File: src/rtl/stack_alu_pkg.sv
// Shared definitions for the calculator ALU opcode stream: opcodes, FSM states and
// default sizing used by both the sequencer and stack_alu_engine.
package stack_alu_pkg;

  localparam int unsigned DefDataWidth = 16;
  localparam int unsigned DefStackSize = 64;

  localparam logic [2:0] OP_NOP  = 3'b000;
  localparam logic [2:0] OP_ADD  = 3'b100;
  localparam logic [2:0] OP_MUL  = 3'b101;
  localparam logic [2:0] OP_PUSH = 3'b110;
  localparam logic [2:0] OP_POP  = 3'b111;

  typedef enum logic [1:0] {
    StIdle,
    StMulRun,
    StMulFin
  } alu_state_e;

endpackage

File: src/rtl/seq_mult_unsigned.sv
// Shift-add unsigned multiplier: start loads the operands, then one partial-product
// iteration per cycle for Width cycles; done pulses the cycle after the last iteration.
module seq_mult_unsigned #(
  parameter int unsigned Width = 16
) (
  input  logic               clk_i,
  input  logic               rst_ni,
  input  logic               start_i,
  input  logic [Width-1:0]   a_i,
  input  logic [Width-1:0]   b_i,
  output logic               busy_o,
  output logic               last_o,
  output logic               done_o,
  output logic [2*Width-1:0] product_o
);

  localparam int unsigned CntW = (Width > 1) ? $clog2(Width) : 1;

  logic [2*Width-1:0] a_q, a_d;
  logic [Width-1:0]   b_q, b_d;
  logic [2*Width-1:0] acc_q, acc_d;
  logic [CntW-1:0]    cnt_q, cnt_d;
  logic               busy_q, busy_d;
  logic               done_q, done_d;
  logic               last;

  assign last = busy_q && (cnt_q == CntW'(Width - 1));

  always_comb begin
    a_d    = a_q;
    b_d    = b_q;
    acc_d  = acc_q;
    cnt_d  = cnt_q;
    busy_d = busy_q;
    done_d = 1'b0;
    if (start_i) begin
      a_d    = {{Width{1'b0}}, a_i};
      b_d    = b_i;
      acc_d  = '0;
      cnt_d  = '0;
      busy_d = 1'b1;
    end else if (busy_q) begin
      acc_d = acc_q + (b_q[0] ? a_q : '0);
      a_d   = a_q << 1;
      b_d   = b_q >> 1;
      cnt_d = cnt_q + CntW'(1);
      if (last) begin
        busy_d = 1'b0;
        done_d = 1'b1;
      end
    end
  end

  always_ff @(posedge clk_i or negedge rst_ni) begin
    if (!rst_ni) begin
      a_q    <= '0;
      b_q    <= '0;
      acc_q  <= '0;
      cnt_q  <= '0;
      busy_q <= 1'b0;
      done_q <= 1'b0;
    end else begin
      a_q    <= a_d;
      b_q    <= b_d;
      acc_q  <= acc_d;
      cnt_q  <= cnt_d;
      busy_q <= busy_d;
      done_q <= done_d;
    end
  end

  assign busy_o    = busy_q;
  assign last_o    = last;
  assign done_o    = done_q;
  assign product_o = acc_q;

endmodule

File: src/rtl/stack_alu_engine.sv
// Stack-based ALU responder: PUSH/POP/ADD/NOP retire in one cycle, MUL runs on a
// sequential shift-add unit unless STACK_ALU_FAST_MUL_EN selects a combinational multiplier.
module stack_alu_engine
  import stack_alu_pkg::*;
#(
  parameter int unsigned DATA_WIDTH = DefDataWidth,
  parameter int unsigned STACK_SIZE = DefStackSize
) (
  input  logic                            clk,
  input  logic                            rst_n,
  input  logic                            in_valid,
  output logic                            in_ready,
  input  logic [2:0]                      opcode,
  input  logic [DATA_WIDTH-1:0]           input_data,
  output logic [DATA_WIDTH-1:0]           output_data,
  output logic                            overflow,
  output logic                            error,
  output logic                            done,
  output logic [$clog2(STACK_SIZE+1)-1:0] depth
);

  localparam int unsigned W      = DATA_WIDTH;
  localparam int unsigned DepthW = $clog2(STACK_SIZE + 1);
  localparam int unsigned AddrW  = (STACK_SIZE > 1) ? $clog2(STACK_SIZE) : 1;

  logic [W-1:0]      mem_q [STACK_SIZE];
  logic              mem_we;
  logic [AddrW-1:0]  mem_waddr;
  logic [W-1:0]      mem_wdata;

  logic [DepthW-1:0] depth_q, depth_d;
  logic [W-1:0]      out_q, out_d;
  logic              ovf_q, ovf_d;
  logic              err_q, err_d;
  logic              done_q, done_d;

  logic [AddrW-1:0]  top_idx, nxt_idx;
  logic [W-1:0]      top_val, nxt_val;
  logic [W-1:0]      sum;
  logic              add_ovf;
  logic [2*W-1:0]    mul_full;
  logic              mul_ovf;
  logic              accept;

  // Indices wrap harmlessly when depth is too small; those reads are never used.
  assign top_idx = AddrW'(depth_q - DepthW'(1));
  assign nxt_idx = AddrW'(depth_q - DepthW'(2));
  assign top_val = mem_q[top_idx];
  assign nxt_val = mem_q[nxt_idx];

  assign sum     = nxt_val + top_val;
  assign add_ovf = (nxt_val[W-1] == top_val[W-1]) && (sum[W-1] != nxt_val[W-1]);

  // Product fits iff its upper half plus the result sign bit are all equal.
  assign mul_ovf = !((&mul_full[2*W-1:W-1]) || !(|mul_full[2*W-1:W-1]));

`ifdef STACK_ALU_FAST_MUL_EN
  logic signed [W-1:0]   mul_a_s, mul_b_s;
  logic signed [2*W-1:0] mul_prod_s;

  assign mul_a_s    = nxt_val;
  assign mul_b_s    = top_val;
  assign mul_prod_s = mul_a_s * mul_b_s;
  assign mul_full   = mul_prod_s;
  assign in_ready   = rst_n;
`else
  alu_state_e     state_q, state_d;
  logic           mul_neg_q, mul_neg_d;
  logic           mul_start, mul_busy, mul_last, mul_done;
  logic [W-1:0]   mag_a, mag_b;
  logic [2*W-1:0] mul_prod;

  assign mag_a    = nxt_val[W-1] ? (~nxt_val + W'(1)) : nxt_val;
  assign mag_b    = top_val[W-1] ? (~top_val + W'(1)) : top_val;
  assign mul_full = mul_neg_q ? (~mul_prod + (2*W)'(1)) : mul_prod;
  assign in_ready = rst_n && (state_q == StIdle);

  seq_mult_unsigned #(
    .Width(W)
  ) u_mult (
    .clk_i    (clk),
    .rst_ni   (rst_n),
    .start_i  (mul_start),
    .a_i      (mag_a),
    .b_i      (mag_b),
    .busy_o   (mul_busy),
    .last_o   (mul_last),
    .done_o   (mul_done),
    .product_o(mul_prod)
  );
`endif

  assign accept = in_valid && in_ready;

  always_comb begin
    depth_d   = depth_q;
    out_d     = out_q;
    ovf_d     = ovf_q;
    err_d     = 1'b0;
    done_d    = 1'b0;
    mem_we    = 1'b0;
    mem_waddr = '0;
    mem_wdata = '0;
`ifndef STACK_ALU_FAST_MUL_EN
    state_d   = state_q;
    mul_neg_d = mul_neg_q;
    mul_start = 1'b0;
`endif
    if (accept) begin
      case (opcode)
        OP_NOP: done_d = 1'b1;
        OP_PUSH: begin
          if (depth_q == DepthW'(STACK_SIZE)) begin
            err_d = 1'b1;
          end else begin
            mem_we    = 1'b1;
            mem_waddr = AddrW'(depth_q);
            mem_wdata = input_data;
            depth_d   = depth_q + DepthW'(1);
            out_d     = input_data;
            done_d    = 1'b1;
          end
        end
        OP_POP: begin
          if (depth_q == '0) begin
            err_d = 1'b1;
          end else begin
            depth_d = depth_q - DepthW'(1);
            out_d   = (depth_q >= DepthW'(2)) ? nxt_val : '0;
            done_d  = 1'b1;
          end
        end
        OP_ADD: begin
          if (depth_q < DepthW'(2)) begin
            err_d = 1'b1;
          end else begin
            mem_we    = 1'b1;
            mem_waddr = nxt_idx;
            mem_wdata = sum;
            depth_d   = depth_q - DepthW'(1);
            out_d     = sum;
            ovf_d     = add_ovf;
            done_d    = 1'b1;
          end
        end
        OP_MUL: begin
          if (depth_q < DepthW'(2)) begin
            err_d = 1'b1;
          end else begin
`ifdef STACK_ALU_FAST_MUL_EN
            mem_we    = 1'b1;
            mem_waddr = nxt_idx;
            mem_wdata = mul_full[W-1:0];
            depth_d   = depth_q - DepthW'(1);
            out_d     = mul_full[W-1:0];
            ovf_d     = mul_ovf;
            done_d    = 1'b1;
`else
            state_d   = StMulRun;
            mul_start = 1'b1;
            mul_neg_d = nxt_val[W-1] ^ top_val[W-1];
`endif
          end
        end
        default: err_d = 1'b1;
      endcase
    end
`ifndef STACK_ALU_FAST_MUL_EN
    case (state_q)
      StMulRun: begin
        if (mul_last || !mul_busy) state_d = StMulFin;
      end
      StMulFin: begin
        state_d = StIdle;
        if (mul_done) begin
          mem_we    = 1'b1;
          mem_waddr = nxt_idx;
          mem_wdata = mul_full[W-1:0];
          depth_d   = depth_q - DepthW'(1);
          out_d     = mul_full[W-1:0];
          ovf_d     = mul_ovf;
          done_d    = 1'b1;
        end
      end
      default: ;
    endcase
`endif
  end

  always_ff @(posedge clk or negedge rst_n) begin
    if (!rst_n) begin
      depth_q   <= '0;
      out_q     <= '0;
      ovf_q     <= 1'b0;
      err_q     <= 1'b0;
      done_q    <= 1'b0;
`ifndef STACK_ALU_FAST_MUL_EN
      state_q   <= StIdle;
      mul_neg_q <= 1'b0;
`endif
    end else begin
      depth_q   <= depth_d;
      out_q     <= out_d;
      ovf_q     <= ovf_d;
      err_q     <= err_d;
      done_q    <= done_d;
`ifndef STACK_ALU_FAST_MUL_EN
      state_q   <= state_d;
      mul_neg_q <= mul_neg_d;
`endif
    end
  end

  // Stack storage needs no reset; depth alone defines which entries are live.
  always_ff @(posedge clk) begin
    if (mem_we) mem_q[mem_waddr] <= mem_wdata;
  end

  assign output_data = out_q;
  assign overflow    = ovf_q;
  assign error       = err_q;
  assign done        = done_q;
  assign depth       = depth_q;

endmodule

File: config.mk
export PLATFORM = sky130hd
export DESIGN_NAME = stack_alu_engine
export DESIGN_NICKNAME = d
export VERILOG_FILES = /design/src/rtl/stack_alu_pkg.sv /design/src/rtl/seq_mult_unsigned.sv /design/src/rtl/stack_alu_engine.sv
export SDC_FILE = /design/constraint.sdc
export NUM_CORES = 2
export LEC_CHECK = 0
export ABC_AREA = 1
export ABC_CLOCK_PERIOD_IN_PS = 13650
export CAP_MARGIN = 20
export CORE_ASPECT_RATIO = 1.5
export CORE_MARGIN = 2
export CORE_UTILIZATION = 35
export CTS_BUF_LIST = sky130_fd_sc_hd__clkbuf_8
export DETAILED_ROUTE_END_ITERATION = 7
export PLACE_DENSITY_LB_ADDON = 0.2
export SYNTH_ARGS = -nofsm -noshare
export SYNTH_HDL_FRONTEND = slang
export SYNTH_HIERARCHICAL = 1
export SYNTH_SLANG_ARGS = --single-unit
File: constraint.sdc
create_clock -name clk -period 13.65 [get_ports clk]
set_input_delay 1.365 -clock clk [delete_from_list [all_inputs] [get_ports clk]]
set_output_delay 1.365 -clock clk [all_outputs]
set_load 0.05 [all_outputs]
==> summary.txt <==
Synth
  – Synthesized cell area: 62200 um^2
  – Ys async rst share: 0.101
  – Top FF cell, synth: edfxtp_1
  – Mean area per synthesized cell: 9.03 um^2
  – Synthesis Warnings: 6
  – Post-synth EDFFs: 1024
  – Synthesis-stage register bit count: 1139
  – Gate count of the mapped netlist: 6880
  – Register area share after synthesis: 0.541
  – Post-synth net total: 6963
  – Netlist cell types: 65

Timing
  – Max transition margin: 0.141
  – Clk_skew: 0.0937 ns
  – Slew of the pin with the lowest slew margin: 1.29 ns
  – RSZ-0062 raised after global routing: no
  – Finish-stage setup viols: 0
  – Max-slew violation count: 0
  – Achievable Freq: 0.123 GHz
  – Period utilization: 0.597
  – Final min period: 8.15 ns
  – Final Hold Fails: 0
  – Setup tns final: 0 ns

Power
  – Leak Pwr: 25.9 nW
  – Reg power frac: 0.246
  – Net Sw Power: 8.82 mW
  – Pwr dens: 248 nW/um^2
  – Worst VDD drop: 0.000197 V
  – Int Power: 7.87 mW
  – Clock Power Share: 0.168
  – Net Sw Frac: 0.529
  – Combinational Power Share: 0.586

Finish
  – Nets: 6841
  – Seq. cell area: 33600 um^2
  – Layout Utilization: 0.381
  – Area of the multi-input gates: 24200 um^2
  – Area growth syn-to-layout: 8.34%
  – Fillers: 17621
  – Commonest cells after routing, fill and taps aside: 1634 x nand2_1, 1024 x edfxtp_1, 798 x nand3_1, 544 x a21oi_1, 478 x inv_1
  – Layout cell share with drive strength beyond 1: 0.0763
  – Commonest non-fill, non-tap cell in the layout: nand2_1

Critical path
  – Most used cell, CP: nand2_1
  – Slowest Stage Delay on Critical Path: 1.01 ns
  – Critical Path End Type: flop
  – CP delay by family, top: buffers and inverters
  – Critical path arrival: 8.69 ns
  – Worst Setup Start Kind: flop
  – Kind of critical path: reg2reg
  – CP Cell Sequence: clkinv_16 -> buf_12 -> buf_4 -> buf_4 -> o21ai_0 -> o22ai_1 -> nor2_1 -> o22ai_1 -> o211ai_1 -> nand2_1 -> ha_1 -> a21oi_1 -> o21ai_0 -> a21oi_1 -> nand2_1 -> nand2_1 -> nand3_1 -> nand2_1 -> nand2_1 -> nand2_2 -> buf_4
  – WP buf/inv: 5
  – CP startpoint: depth[0]
  – Reg-to-Reg Start: depth[0]
  – Critical Path RT: 14.19 ns
  – Slowest-stage cell, CP: o22ai_1
  – R2R Setup Slk: 5.50 ns
  – Crit Path Max Fanout: 188

Clock tree
  – Worst-Skew Late Latency: 0.94 ns
  – Post-CTS Setup Repair Bufs: 0
  – H-tree levels: 4
  – Clock Tree Buf Depth: 4
  – Hold_buf cts: 0
  – Clock transition at path regs: 0.06 ns
  – CTS sink cnt: 1139
  – CTS tree: yes
  – Num CTS Buffers: 189
  – Post-CTS Resized: 0
  – Clk root buf: clkbuf_8

GRT
  – Vias in the first global route: 50511
  – Gr ovfl total: 0
  – First-pass GRT wire length: 342000 um
  – All-Layer GR Usage: 0.256
  – Initial antenna violation count: 3
  – Largest net degree at the start of global routing: 203

Die
  – Row count: 189
  – Initial Util: 0.352
  – I/O pin total: 49
  – Core area: 177000 um^2
  – Die ar.: 181000 um^2
  – Die height: 520 um
  – Die W: 348 um

Worst hold path
  – Hold Path Class: in2async

Routing
  – Final wirelength: 239000 um
  – First DRT Iteration DRCs: 5241
  – TritonRoute pass-1 iters: 6
  – Drc violations: 0
  – Final ANT Viol Nets: 0
  – Wire per inst: 26.0 um
  – DR vias: 52817
  – DR vias/cell: 5.76

Place
  – HPWL after detailed placement: 145000 um
  – PortBufs: 48
  – Routability cong.: 0.927

Run status
  – Status: finished, final reports clean

Job
  – Max_cap viols: 0
==> worst paths after layout <==
kind | endpoint | cells past startpoint
hold reg to reg | u_mult/a_q[31] | 2
max in group asynchronous | u_mult/a_q[31] | 2
hold / removal | u_mult/b_q[15] | 1
setup reg to reg | mem_q[60][13] | 21
setup / recovery | mem_q[60][13] | 21
min in group clk | u_mult/a_q[31] | 2
==> metrics by stage <==
step                hold slack (ns)  cell area (um^2)  power [mW]  instances  worst slack (ns)
global route                  0.400             67300        17.5       9174              5.13
floorplan                     0.453             62200        10.5       6880              6.46
detailed placement            0.485             64100        13.7       8858              5.82
CTS                           0.336             67300        16.6       9171              5.74
finish                        0.399             67300        16.7       9174              5.50
global placement              0.477             64100        13.8       8858              5.80
==> flip-flops by register name, indices dropped and copies added (netlist names), 2 cells and up <==
register          flops
u_mult/cnt_q          4
u_mult/b_q           16
u_mult/product_o     32
u_mult/a_q           32
state_q               2
output_data          16
depth                 7
mem_q              1024
==> power by group through the flow <==
stage	combinational, mW	sequential, mW	clock [mW]
CTS	9.60	4.11	2.86
global placement	9.59	4.17	0
floorplan	6.30	4.19	0
global route	10.4	4.13	2.99
detailed placement	9.57	4.18	0
finish	9.79	4.11	2.80
==> layer usage <==
layer / GRT usage / vias up / wire length, um
li1: - / 23950 / -
met1: 0.306 / 25906 / 91500
met2: 0.434 / 2356 / 115000
met3: 0.0327 / 603 / 15400
met4: 0.163 / 2 / 16600
met5: 0 / - / 17
==> Yosys cell counts (5+ instances only) <==
cell,count,share of area
buf_2,205,0.017
nor2_1,485,0.029
buf_1,25,0.0015
xor2_1,39,0.0055
nand4_1,10,0.0010
a21oi_1,544,0.044
nor2_2,6,0.00060
a221o_1,52,0.0084
buf_4,87,0.011
nor3_2,6,0.00097
o21ai_1,137,0.011
o2111ai_1,6,0.00085
o221ai_1,28,0.0039
a31oi_1,6,0.00060
nand3_2,6,0.00097
o21bai_1,8,0.00097
clkbuf_1,93,0.0056
nand3b_1,10,0.0012
a21o_1,5,0.00060
a22oi_1,37,0.0045
o211ai_1,165,0.020
xnor2_1,19,0.0027
inv_2,25,0.0015
nand3_1,798,0.064
dfrtp_1,115,0.046
ha_1,60,0.012
inv_1,429,0.026
a221oi_1,34,0.0048
nor3_1,25,0.0020
buf_6,75,0.014
o21ai_0,408,0.033
edfxtp_1,1024,0.49
nand2_2,25,0.0025
a32o_1,39,0.0063
nand2_1,1648,0.10
o22ai_1,126,0.013
a22o_1,14,0.0020
or3_1,6,0.00060
==> kinds of logic (layout without fill, tap and decap cells) <==
group | count (synthesis) | in the layout | synth area share
compound gates | 1628 | 1628 | 0.156
other cells | 0 | 2 | 0
flops | 1139 | 1139 | 0.541
buf+inv | 946 | 946 | 0.0759
fa+ha+maj | 61 | 61 | 0.0124
xor+xnor | 62 | 62 | 0.00958
simple gates | 3044 | 3044 | 0.205
==> layout make-up <==
type,instances,area share
Sequential cell,1139,0.499
Multi-Input combinational cell,4795,0.360
Inverter,460,0.0264
Timing Repair Buffer,173,0.0233
Antenna cell,2,0.0000743
Clock inverter,118,0.00864
Clock buffer,195,0.0399
Tap cell,2292,0.0426
==> worst reg2reg max path, cell delays in order, from the launching register on <==
cell and delay (ns):
dfrtp_4 0.72, clkinv_16 0.37, buf_12 0.71, buf_4 1.03, buf_4 0.79, o21ai_0 0.23
o22ai_1 0.17, nor2_1 0.09, o22ai_1 1.01, o211ai_1 0.17, nand2_1 0.32, ha_1 0.36
a21oi_1 0.27, o21ai_0 0.14, a21oi_1 0.22, nand2_1 0.08, nand2_1 0.06, nand3_1 0.09
nand2_1 0.09, nand2_1 0.07, nand2_2 0.07, buf_4 0.64
(Power assumes the default switching activity.)
